<file path="src/rtl/alu_pipe_pkg.sv">
// Shared types for the alu_pipe datapath.
//
// Contents:
//   NUM_OPS       number of decoded ALU operations (8)
//   MAX_WIDTH     widest operand the payload structs can carry; the top
//                 module stores its WIDTH-bit operands in the low bits
//   op_e          3-bit ALU operation code, OP_ADD..OP_XNOR
//   s1_payload_t  stage-1 register contents {op, err, a, b}
//   s2_payload_t  stage-2 register contents {result, carry, err[, overflow]}
//
// Optional feature: ALU_PIPE_OVERFLOW_EN adds the overflow bit to s2_payload_t.
package alu_pipe_pkg;

    localparam int NUM_OPS   = 8;
    localparam int MAX_WIDTH = 64;

    typedef enum logic [2:0] {
        OP_ADD  = 3'd0,
        OP_SUB  = 3'd1,
        OP_XOR  = 3'd2,
        OP_OR   = 3'd3,
        OP_AND  = 3'd4,
        OP_NOR  = 3'd5,
        OP_NAND = 3'd6,
        OP_XNOR = 3'd7
    } op_e;

    typedef struct packed {
        op_e                  op;
        logic                 err;
        logic [MAX_WIDTH-1:0] a;
        logic [MAX_WIDTH-1:0] b;
    } s1_payload_t;

    typedef struct packed {
        logic [MAX_WIDTH-1:0] result;
        logic                 carry;
        logic                 err;
`ifdef ALU_PIPE_OVERFLOW_EN
        logic                 overflow;
`endif
    } s2_payload_t;

endpackage

</file>
<file path="src/rtl/alu_pipe_encoder.sv">
// Combinational priority encoder for the ALU function code.
//
// The top NUM_OPS bits of func are decoded, MSB first: bit FUNC_W-1 selects
// op 0, bit FUNC_W-2 selects op 1, ... The highest set bit wins. Any bits
// below the decoded range are ignored. With no decoded bit set the op is
// OP_ADD and err is raised.
//
// Ports:
//   func  input  FUNC_W  raw function code (FUNC_W >= 8)
//   op    output op_e    decoded operation
//   err   output 1       no bit set in the decoded range
module alu_pipe_encoder
    import alu_pipe_pkg::*;
#(
    parameter int FUNC_W = 8
) (
    input  logic [FUNC_W-1:0] func,
    output op_e               op,
    output logic              err
);

    // Scan from the lowest-priority bit upwards so the highest set bit is
    // the last one to write op.
    always_comb begin
        op  = OP_ADD;
        err = 1'b1;
        for (int i = NUM_OPS - 1; i >= 0; i--) begin
            if (func[FUNC_W-1-i]) begin
                op  = op_e'(i[2:0]);
                err = 1'b0;
            end
        end
    end

    generate
        if (FUNC_W > NUM_OPS) begin : g_low_bits
            logic unused_low;
            assign unused_low = ^func[FUNC_W-NUM_OPS-1:0];
        end
    endgenerate

endmodule

</file>
<file path="src/rtl/alu_pipe_datapath.sv">
// Two-stage registered ALU pipeline with valid/ready handshakes.
//
// Stage 0 priority-encodes the function code, stage 1 registers the decoded
// op and operands, stage 2 registers the ALU result and flags. The ready
// chain is combinational, so the pipe sustains one transaction per cycle and
// holds at most two under backpressure.
//
// Optional feature: define ALU_PIPE_OVERFLOW_EN to add out_overflow
// (signed two's-complement overflow for ADD/SUB).
//
// Ports:
//   clock        input   1       clock, all state on posedge
//   reset        input   1       synchronous active-high reset
//   in_valid     input   1       input transaction present
//   in_ready     output  1       pipeline can accept this cycle
//   in_func      input   FUNC_W  function code, priority from MSB
//   in_a, in_b   input   WIDTH   operands
//   out_valid    output  1       result present
//   out_ready    input   1       sink accepts result
//   out_result   output  WIDTH   ALU result
//   out_carry    output  1       carry (ADD) / borrow (SUB)
//   out_zero     output  1       out_result == 0
//   out_parity   output  1       parity of out_result (odd if PARITY_ODD)
//   out_error    output  1       function code had no decoded bit set
//   out_overflow output  1       signed overflow (ALU_PIPE_OVERFLOW_EN only)
module alu_pipe_datapath
    import alu_pipe_pkg::*;
#(
    parameter int WIDTH      = 8,
    parameter int FUNC_W     = 8,
    parameter int PARITY_ODD = 1
) (
    input  logic              clock,
    input  logic              reset,
    input  logic              in_valid,
    output logic              in_ready,
    input  logic [FUNC_W-1:0] in_func,
    input  logic [WIDTH-1:0]  in_a,
    input  logic [WIDTH-1:0]  in_b,
    output logic              out_valid,
    input  logic              out_ready,
    output logic [WIDTH-1:0]  out_result,
    output logic              out_carry,
    output logic              out_zero,
    output logic              out_parity,
    output logic              out_error
`ifdef ALU_PIPE_OVERFLOW_EN
    ,
    output logic              out_overflow
`endif
);

    // WIDTH must lie in 2..MAX_WIDTH so the payload structs can hold it.

    function automatic logic parity_of(input logic [WIDTH-1:0] r);
        return (PARITY_ODD != 0) ? ~(^r) : ^r;
    endfunction

    // Returns {carry, result}; err squashes both to zero.
    function automatic logic [WIDTH:0] alu_eval(input op_e op, input logic err,
                                                input logic [WIDTH-1:0] a,
                                                input logic [WIDTH-1:0] b);
        logic [WIDTH:0] wide;
        wide = '0;
        case (op)
            OP_ADD:  wide = {1'b0, a} + {1'b0, b};
            OP_SUB:  wide = {1'b0, a} - {1'b0, b};
            OP_XOR:  wide = {1'b0, a ^ b};
            OP_OR:   wide = {1'b0, a | b};
            OP_AND:  wide = {1'b0, a & b};
            OP_NOR:  wide = {1'b0, ~(a | b)};
            OP_NAND: wide = {1'b0, ~(a & b)};
            OP_XNOR: wide = {1'b0, ~(a ^ b)};
            default: wide = '0;
        endcase
        if (err) begin
            wide = '0;
        end
        return wide;
    endfunction

`ifdef ALU_PIPE_OVERFLOW_EN
    function automatic logic overflow_eval(input op_e op, input logic err,
                                           input logic signed [WIDTH-1:0] a,
                                           input logic signed [WIDTH-1:0] b,
                                           input logic signed [WIDTH-1:0] r);
        logic ovf;
        ovf = 1'b0;
        if (!err) begin
            // Overflow iff the result sign disagrees with what the operand
            // signs force: same signs for ADD, opposite signs for SUB.
            if (op == OP_ADD) begin
                ovf = (a[WIDTH-1] == b[WIDTH-1]) && (r[WIDTH-1] != a[WIDTH-1]);
            end else if (op == OP_SUB) begin
                ovf = (a[WIDTH-1] != b[WIDTH-1]) && (r[WIDTH-1] != a[WIDTH-1]);
            end
        end
        return ovf;
    endfunction
`endif

    // ---------------- stage 0: decode ----------------
    op_e         op_p0;
    logic        err_p0;
    s1_payload_t s1_d_p0;

    alu_pipe_encoder #(
        .FUNC_W (FUNC_W)
    ) u_encoder (
        .func (in_func),
        .op   (op_p0),
        .err  (err_p0)
    );

    always_comb begin
        s1_d_p0               = '0;
        s1_d_p0.op            = op_p0;
        s1_d_p0.err           = err_p0;
        s1_d_p0.a[WIDTH-1:0]  = in_a;
        s1_d_p0.b[WIDTH-1:0]  = in_b;
    end

    // ---------------- handshake ----------------
    logic vld_p1;
    logic vld_p2;
    logic s1_en;
    logic s2_en;

    always_comb begin
        s2_en    = !vld_p2 || out_ready;
        s1_en    = !vld_p1 || s2_en;
        in_ready = s1_en;
    end

    // ---------------- stage 1: operand register ----------------
    s1_payload_t s1_p1;

    always_ff @(posedge clock) begin
        if (reset) begin
            vld_p1 <= 1'b0;
            s1_p1  <= '0;
        end else if (s1_en) begin
            vld_p1 <= in_valid;
            if (in_valid) begin
                s1_p1 <= s1_d_p0;
            end
        end
    end

    // ---------------- ALU on stage-1 contents ----------------
    logic [WIDTH-1:0] a_p1;
    logic [WIDTH-1:0] b_p1;
    logic [WIDTH:0]   alu_p1;
    s2_payload_t      s2_d_p1;

    always_comb begin
        a_p1                  = s1_p1.a[WIDTH-1:0];
        b_p1                  = s1_p1.b[WIDTH-1:0];
        alu_p1                = alu_eval(s1_p1.op, s1_p1.err, a_p1, b_p1);
        s2_d_p1               = '0;
        s2_d_p1.result[WIDTH-1:0] = alu_p1[WIDTH-1:0];
        s2_d_p1.carry         = alu_p1[WIDTH];
        s2_d_p1.err           = s1_p1.err;
`ifdef ALU_PIPE_OVERFLOW_EN
        s2_d_p1.overflow      = overflow_eval(s1_p1.op, s1_p1.err, a_p1, b_p1,
                                              alu_p1[WIDTH-1:0]);
`endif
    end

    // ---------------- stage 2: result register ----------------
    s2_payload_t s2_p2;

    always_ff @(posedge clock) begin
        if (reset) begin
            vld_p2 <= 1'b0;
            s2_p2  <= '0;
        end else if (s2_en) begin
            vld_p2 <= vld_p1;
            if (vld_p1) begin
                s2_p2 <= s2_d_p1;
            end
        end
    end

    // ---------------- outputs ----------------
    always_comb begin
        out_valid  = vld_p2;
        out_result = s2_p2.result[WIDTH-1:0];
        out_carry  = s2_p2.carry;
        out_error  = s2_p2.err;
        out_zero   = (s2_p2.result[WIDTH-1:0] == '0);
        out_parity = parity_of(s2_p2.result[WIDTH-1:0]);
`ifdef ALU_PIPE_OVERFLOW_EN
        out_overflow = s2_p2.overflow;
`endif
    end

    // Payload bits above WIDTH are constant zero and never consumed.
    logic unused_hi;
    assign unused_hi = ^{s1_p1.a, s1_p1.b, s2_p2.result};

endmodule
</file>
<file path="config.mk">
export PLATFORM = sky130hd
export DESIGN_NAME = alu_pipe_datapath
export DESIGN_NICKNAME = d
export VERILOG_FILES = /design/src/rtl/alu_pipe_pkg.sv /design/src/rtl/alu_pipe_encoder.sv /design/src/rtl/alu_pipe_datapath.sv
export SDC_FILE = /design/constraint.sdc
export NUM_CORES = 1
export LEC_CHECK = 0
export ABC_CLOCK_PERIOD_IN_PS = 2750
export BUFFER_PORTS_ARGS = -buffer_cell sky130_fd_sc_hd__buf_2
export CORE_AREA = 2 2 82 84
export CTS_CLUSTER_DIAMETER = 120
export DETAILED_ROUTE_END_ITERATION = 8
export DIE_AREA = 0 0 84 86
export HOLD_SLACK_MARGIN = 0.08
export PLACE_DENSITY_LB_ADDON = 0.15
export SYNTH_ARGS = -nofsm -noshare
export SYNTH_HDL_FRONTEND = slang
export SYNTH_SLANG_ARGS = --single-unit
</file>
<file path="constraint.sdc">
create_clock -name clock -period 2.75 [get_ports clock]
set_input_delay 0.825 -clock clock [delete_from_list [all_inputs] [get_ports clock]]
set_output_delay 0.825 -clock clock [all_outputs]
set_load 0.02 [all_outputs]
</file>
==> results of run 1 <==
[power by group]
group          internal, uW  switching, uW  leakage (uW)
Combinational           215            260      0.000899
Sequential              493           29.8      0.000262
Clock                   171            182     0.0000400
[per-stage QoR]
| step | cell area [um2] | total power (uW) | hold WS, ns | cells | util |
|---|---|---|---|---|---|
| final | 2820 | 1350 | 0.452 | 440 | 0.449 |
| after floorplan | 2460 | 880 | 0.454 | 324 | - |
| after CTS | 2810 | 1370 | 0.458 | 440 | 0.448 |
| after detailed placement | 2730 | 1010 | 0.448 | 433 | 0.435 |
| after global routing | 2820 | 1460 | 0.486 | 440 | 0.449 |
| after global placement | 2730 | 1000 | 0.444 | 433 | 0.435 |
[routing by layer]
metal  vias up  global-route usage
met2        40               0.258
li1       1189                   -
met1       966               0.237
met5         -                   0
met3         5              0.0395
met4         0              0.0484
[logic make-up after synthesis]
family / share of synthesized area
and+or+nand+nor: 0.197
AOI/OAI and AO/OA: 0.204
buffers and inverters: 0.0819
DFF: 0.260
adders and majority gates: 0.156
xor gates and xnor gates: 0.0498
muxes: 0.0504
[worst paths after layout]
| kind | end | slack [ns] | cells after the start |
|---|---|---|---|
| max | out_result[6] | 0.26 | 9 |
| min | out_error | 0.45 | 2 |
| max reg2reg | out_result[6] | 0.26 | 9 |
| min reg2reg | out_error | 0.45 | 2 |
[registers in the layout, indices dropped and copies added, names as in the netlist]
name and count:
out_result 8, out_error 1, s1_p1 4, out_carry 1, out_valid 1, vld_p1 1
a_p1 8, b_p1 8
[final cells by class]
class                      instances  area, um2  share of cell area
multi-input combinational        244       1620               0.576
sequential                        32        641               0.227
timing repair buffer              48        258              0.0914
inverter                          32        120              0.0426
tap                               77       96.3              0.0342
clock buffer                       5       68.8              0.0244
clock inverter                     2       12.5             0.00444
[cells in the final DEF (no fill, tap or decap), types with 10 or more instances in the layout]
master,n
dfxtp_1,32
xnor2_1,10
ha_1,29
nand2b_1,10
nor2_1,15
nand2_1,60
o21ai_0,16
a21oi_1,38
inv_1,32
buf_2,41
[critical path, delay by kind of cell, from the launching register on]
kind | cells | cell delay (ns)
and+or+nand+nor | 3 | 0.62
muxes | 1 | 0.41
adders and majority gates | 1 | 0.43
DFF | 1 | 0.31
AOI/OAI and AO/OA | 4 | 0.62
==> out/metrics.cfg, run 1 <==
[cells_and_area]
layout.nets=421
fill_cells=672
num_antenna_cells=0
syn_to_final_growth_pct=14.6
drive_gt1_frac=0.171

[clock_tree]
clk_pin_slew_ns=0.07
ctsHtreeMaxLevel=2
clk_path_buf_depth=2
cts_setup_buffers=0
cts.repair.resized=0
hold_buffers=0
cts_sinks=32
cts_buffers=5
cts_tree=built
clkLatencyLatePin_ns=0.29
cts-root-buf=clkbuf_8

[setup_path]
crit_chain=nor2_1 > and2_1 > mux2_2 > fa_1 > nor2b_1 > o31ai_2 > a21oi_1 > o21ai_0 > a32o_1
crit_path_max_fanout=8
worst_path_max_delay_cell=fa_1
critPathArrivalTime_ns=2.68
crit_path_end_kind=register
worstPathRequired_ns=2.94
reg2reg_from=s1_p1[131]
crit_path_start_kind=register
critical_path.startpoint=s1_p1[131]
crit_type=register to register
max_stage_delay_ns=0.43

[synth]
synth_most_common_cell=nand2_1
yosysUniqueCellTypes=44
synth-edff-count=0
synthTopCellsByArea=dfxtp_1 (26%), ha_1 (15%), nand2_1 (9.2%), a21oi_1 (7.7%), inv_1 (4.9%)
syn_area_um2=2460
yosysSeqAreaShare=0.260
synthCells=324
synth_async_sr_flop_share=0
syn_avg_cell_area_um2=7.59
synthDominantCellAreaShare=0.260
synth-seq-cells=32
synth_warnings=0
ys.flop_type=dfxtp_1
yosysTopAreaCell=dfxtp_1
yosys-top-cells-count=nand2_1 (60), a21oi_1 (38), dfxtp_1 (32), inv_1 (32), ha_1 (29)
synth_fp_nets=382

[route]
drc=0
drt-initial-drc-count=68
met1_length_um=2900
ant_nets=0
wl_per_cell_um=12.7
via_per_inst=5.00
wl_met2_um=2390
drt_first_pass_iters=4
vias=2200
wl_um=5610
top_layer=met4
wl_met3_um=244

[run_status]
status=complete, no violations

[die]
die_w_um=84
die_y_um=86
die_area_um2=7220
start_util=0.392
rows=29
core_um2=6280
num_io_pins=42

[place]
port-buffer-count=41
hpwlAfterDp_um=4410
place.gp.congestion=0.861
place_ws_ns=0.262

[grt]
antenna_found_initial=0
grt_usage=0.168
grt_max_degree=34
grt_overflow=0
grt_pass1_vias=2045
grt_pass1_wl_um=9730

[timing]
hold_viol_final=0
fin_skew_ns=0.00724
fmax_ghz=0.401
relSlewSlack=0.559
slew_viol_final=0
rsz0062_at_grt=no
final.min_clock_period_ns=2.49
worst_pin_slew_ns=0.662
period_share=0.906
fin_ws_ns=0.257
setup_tns_ns=0
setup_viol=0

[power]
p_per_area_nw_per_um2=479
ir_worst_vdd_mv=0.240
leakage_uw=0.00120

[job]
drv_cap=0

[hold_path]
hp-class=register to register
hold_path_startpoint=out_error

Note: power is estimated with default switching activity, not from simulation.
==> run 2, diff against run 1 <==
--- a/config.mk
+++ b/config.mk
@@ -5,12 +5,13 @@
 export SDC_FILE = /design/constraint.sdc
 export NUM_CORES = 1
 export LEC_CHECK = 0
+export ABC_AREA = 1
 export ABC_CLOCK_PERIOD_IN_PS = 2750
 export BUFFER_PORTS_ARGS = -buffer_cell sky130_fd_sc_hd__buf_2
-export CORE_AREA = 2 2 82 84
+export CORE_AREA = 2 2 85 87
 export CTS_CLUSTER_DIAMETER = 120
 export DETAILED_ROUTE_END_ITERATION = 8
-export DIE_AREA = 0 0 84 86
+export DIE_AREA = 0 0 87 89
 export HOLD_SLACK_MARGIN = 0.08
 export PLACE_DENSITY_LB_ADDON = 0.15
 export SYNTH_ARGS = -nofsm -noshare
==> run 2 against run 1 <==
- core utilization about the same
- worst hold slack improved by 0.023 ns
- register-to-register slack better by 0.14 ns
- final area grew 7.1%
- sequential share of layout area down 1.5 points
- sequential cell count is the same
- combinational power grew 13%
- maximum frequency increased by 6.2%
- clock-buffer cell count up 1
- non-clock buffer count shrank 2
- final cell count grew 21%
- critical path type unchanged
==> out/metrics.cfg, run 2 <==
[setup_path]
worstPathRequired_ns=2.91  ; -0.03 ns
crit_type=register to register
critPathBufInv=3  ; +3
crit_chain=inv_1 > ha_1 > nand3_1 > o31ai_1 > xor2_1 > inv_1 > ha_1 > nand2_1 > inv_1 > a21oi_1 > nand2_1 > nand2_1 > nand3_1 > nand2_1 > a21oi_1
crit_path_start_kind=register
max_stage_delay_ns=0.33  ; -0.10 ns
worst_path_max_delay_cell=dfxtp_1
critical-path-top-delay-family=adder cells
critPathArrivalTime_ns=2.51  ; -0.17 ns
crit_path_max_fanout=5  ; -3
path_common_cell=nand2_1
crit_path_end_kind=register

[grt]
grt_pass1_vias=2372  ; +16%
grt_overflow=0  ; unchanged
antenna_found_initial=0  ; unchanged
grt_pass1_wl_um=11000  ; +13%
grt_usage=0.184  ; +0.0152
grt_max_degree=36  ; +5.9%

[route]
drt-initial-drc-count=99  ; +46%
drt_first_pass_iters=4  ; unchanged
vias=2626  ; +19%
drc=0  ; unchanged
wl_um=6650  ; +19%
wl_per_cell_um=12.5  ; -2.2%
ant_nets=0  ; unchanged
via_per_inst=4.92  ; -1.6%

[power]
p_per_area_nw_per_um2=504  ; +5.1%
leakage_uw=0.00158  ; +31%
ir_worst_vdd_mv=0.159  ; -34%

[timing]
whs_ns=0.475  ; +0.0228 ns
worst_pin_slew_ns=0.602  ; -0.0601 ns
relSlewSlack=0.599  ; +0.0400
rsz0062_at_grt=no
period_share=0.854  ; -0.0526
final.min_clock_period_ns=2.35  ; -0.145 ns
hold_viol_final=0  ; unchanged
fmax_ghz=0.426  ; +6.2%
setup_tns_ns=0  ; unchanged
fin_skew_ns=0.00695  ; -0.000294 ns
slew_viol_final=0  ; unchanged
setup_viol=0  ; unchanged

[synth]
synthTopCellsByArea=dfxtp_1 (24%), ha_1 (14%), nand2_1 (13%), inv_1 (11%), nor2_1 (7.4%)
synth_fp_nets=470  ; +23%
synthDominantCellAreaShare=0.243  ; -0.0173
synth_async_sr_flop_share=0  ; unchanged
yosysTopAreaCell=dfxtp_1
yosysUniqueCellTypes=28  ; -36%
synth-seq-cells=32  ; unchanged
synth-edff-count=0  ; unchanged
ys.flop_type=dfxtp_1
synth_warnings=0  ; unchanged
synthCells=412  ; +27%
yosys-top-cells-count=nand2_1 (90), inv_1 (78), nor2_1 (52)
synth_most_common_cell=nand2_1
syn_avg_cell_area_um2=6.40  ; -16%
yosysSeqAreaShare=0.243  ; -0.0173
syn_area_um2=2640  ; +7.1%

[clock_tree]
clkLatencyLatePin_ns=0.29  ; about the same
clk_pin_slew_ns=0.07  ; about the same
cts-root-buf=clkbuf_8
cts_buffers=5  ; unchanged
hold_buffers=0  ; unchanged
cts_setup_buffers=0  ; unchanged
cts_sinks=32  ; unchanged
clk_path_buf_depth=2  ; unchanged
cts.repair.resized=0  ; unchanged
ctsHtreeMaxLevel=2  ; unchanged
cts_tree=built

[place]
hpwlAfterDp_um=5180  ; +17%
dpl.cell_count=526  ; +21%
port-buffer-count=41  ; unchanged
place.gp.congestion=0.885  ; +2.7%

[die]
die_w_um=87  ; +3.6%
rows=30  ; +3.4%
die_y_um=89  ; +3.5%
start_util=0.392  ; about the same
num_io_pins=42  ; unchanged
die_area_um2=7740  ; +7.2%
core_um2=6720  ; +7.0%

[cells_and_area]
drive_gt1_frac=0.126  ; -0.0452
final_cell_mix=nand2_1 (90), inv_1 (78), nor2_1 (52)
final_util=0.449  ; about the same
syn_to_final_growth_pct=14.6  ; about the same
mostFrequentLayoutCell=nand2_1
final_cells=534  ; +21%
layout.nets=511  ; +21%
num_antenna_cells=0  ; unchanged

[run_status]
status=complete, no violations

[job]
drv_cap=0  ; unchanged

[hold_path]
hp-class=register to register

[run 2: changes by cell type in the layout (fill, tap and decap cells not counted), sizes merged, moves of 4 or more]
cell,delta
inv,+46
a31oi,-5
nand4,+11
mux2,-4
xnor2,-7
nand2,+31
nand3,+22
nor2,+39
nand2b,-10
a21oi,-12
a211oi,+15
o21ai,-5
o211ai,-4
[run 2: cells by family after synthesis]
kind of cell    Yosys count  synth area share
simple gates            192             0.312
xor+xnor                  9            0.0299
buf+inv                  90             0.136
fa+ha+maj                30             0.145
compound gates           59             0.133
flops                    32             0.243
[run 2: power by group]
group          leakage [uW]  switching, uW  internal, uW
clock network     0.0000552            192           269
registers          0.000264           26.8           497
logic               0.00126            332           204
total               0.00158            551           970
[run 2: path summary, 6_finish.rpt]
kind	startpoint	endpoint	slack, ns	cells after the start
max	b_p1[0]	out_result[7]	0.40	15
min	out_carry	out_carry	0.48	2
max reg2reg	b_p1[0]	out_result[7]	0.40	15
min reg2reg	out_carry	out_carry	0.48	2
[run 2: through the flow]
| step | setup WS [ns] | area, um2 | total power (uW) |
|---|---|---|---|
| 2_1_floorplan | 0.590 | 2640 | 927 |
| 3_3_place_gp | 0.439 | 2910 | 1060 |
| 3_5_place_dp | 0.408 | 2910 | 1070 |
| 4_1_cts | 0.381 | 3020 | 1540 |
| 5_1_grt | 0.101 | 3020 | 1620 |
| 6_report | 0.402 | 3020 | 1520 |
[run 2: final cells by class]
type | instances | area (um2)
Fill cell | 702 | 3700
Clock inverter | 2 | 35.0
Clock buffer | 6 | 72.6
Sequential cell | 32 | 641
Tap cell | 80 | 100
Inverter | 78 | 293
Multi-Input combinational cell | 290 | 1640
Timing Repair Buffer | 46 | 243
[run 2: routing by layer]
metal	track usage	routed length [um]	up-vias
met5	0	0	-
met4	0.0753	108	0
met3	0.0277	297	8
met2	0.296	2860	75
met1	0.245	3380	1144
li1	-	-	1399
[run 2: worst min-delay path: stages, from the launching register on]
cell	delay, ns
dfxtp_1	0.32
nand2_1	0.06
a21oi_1	0.05
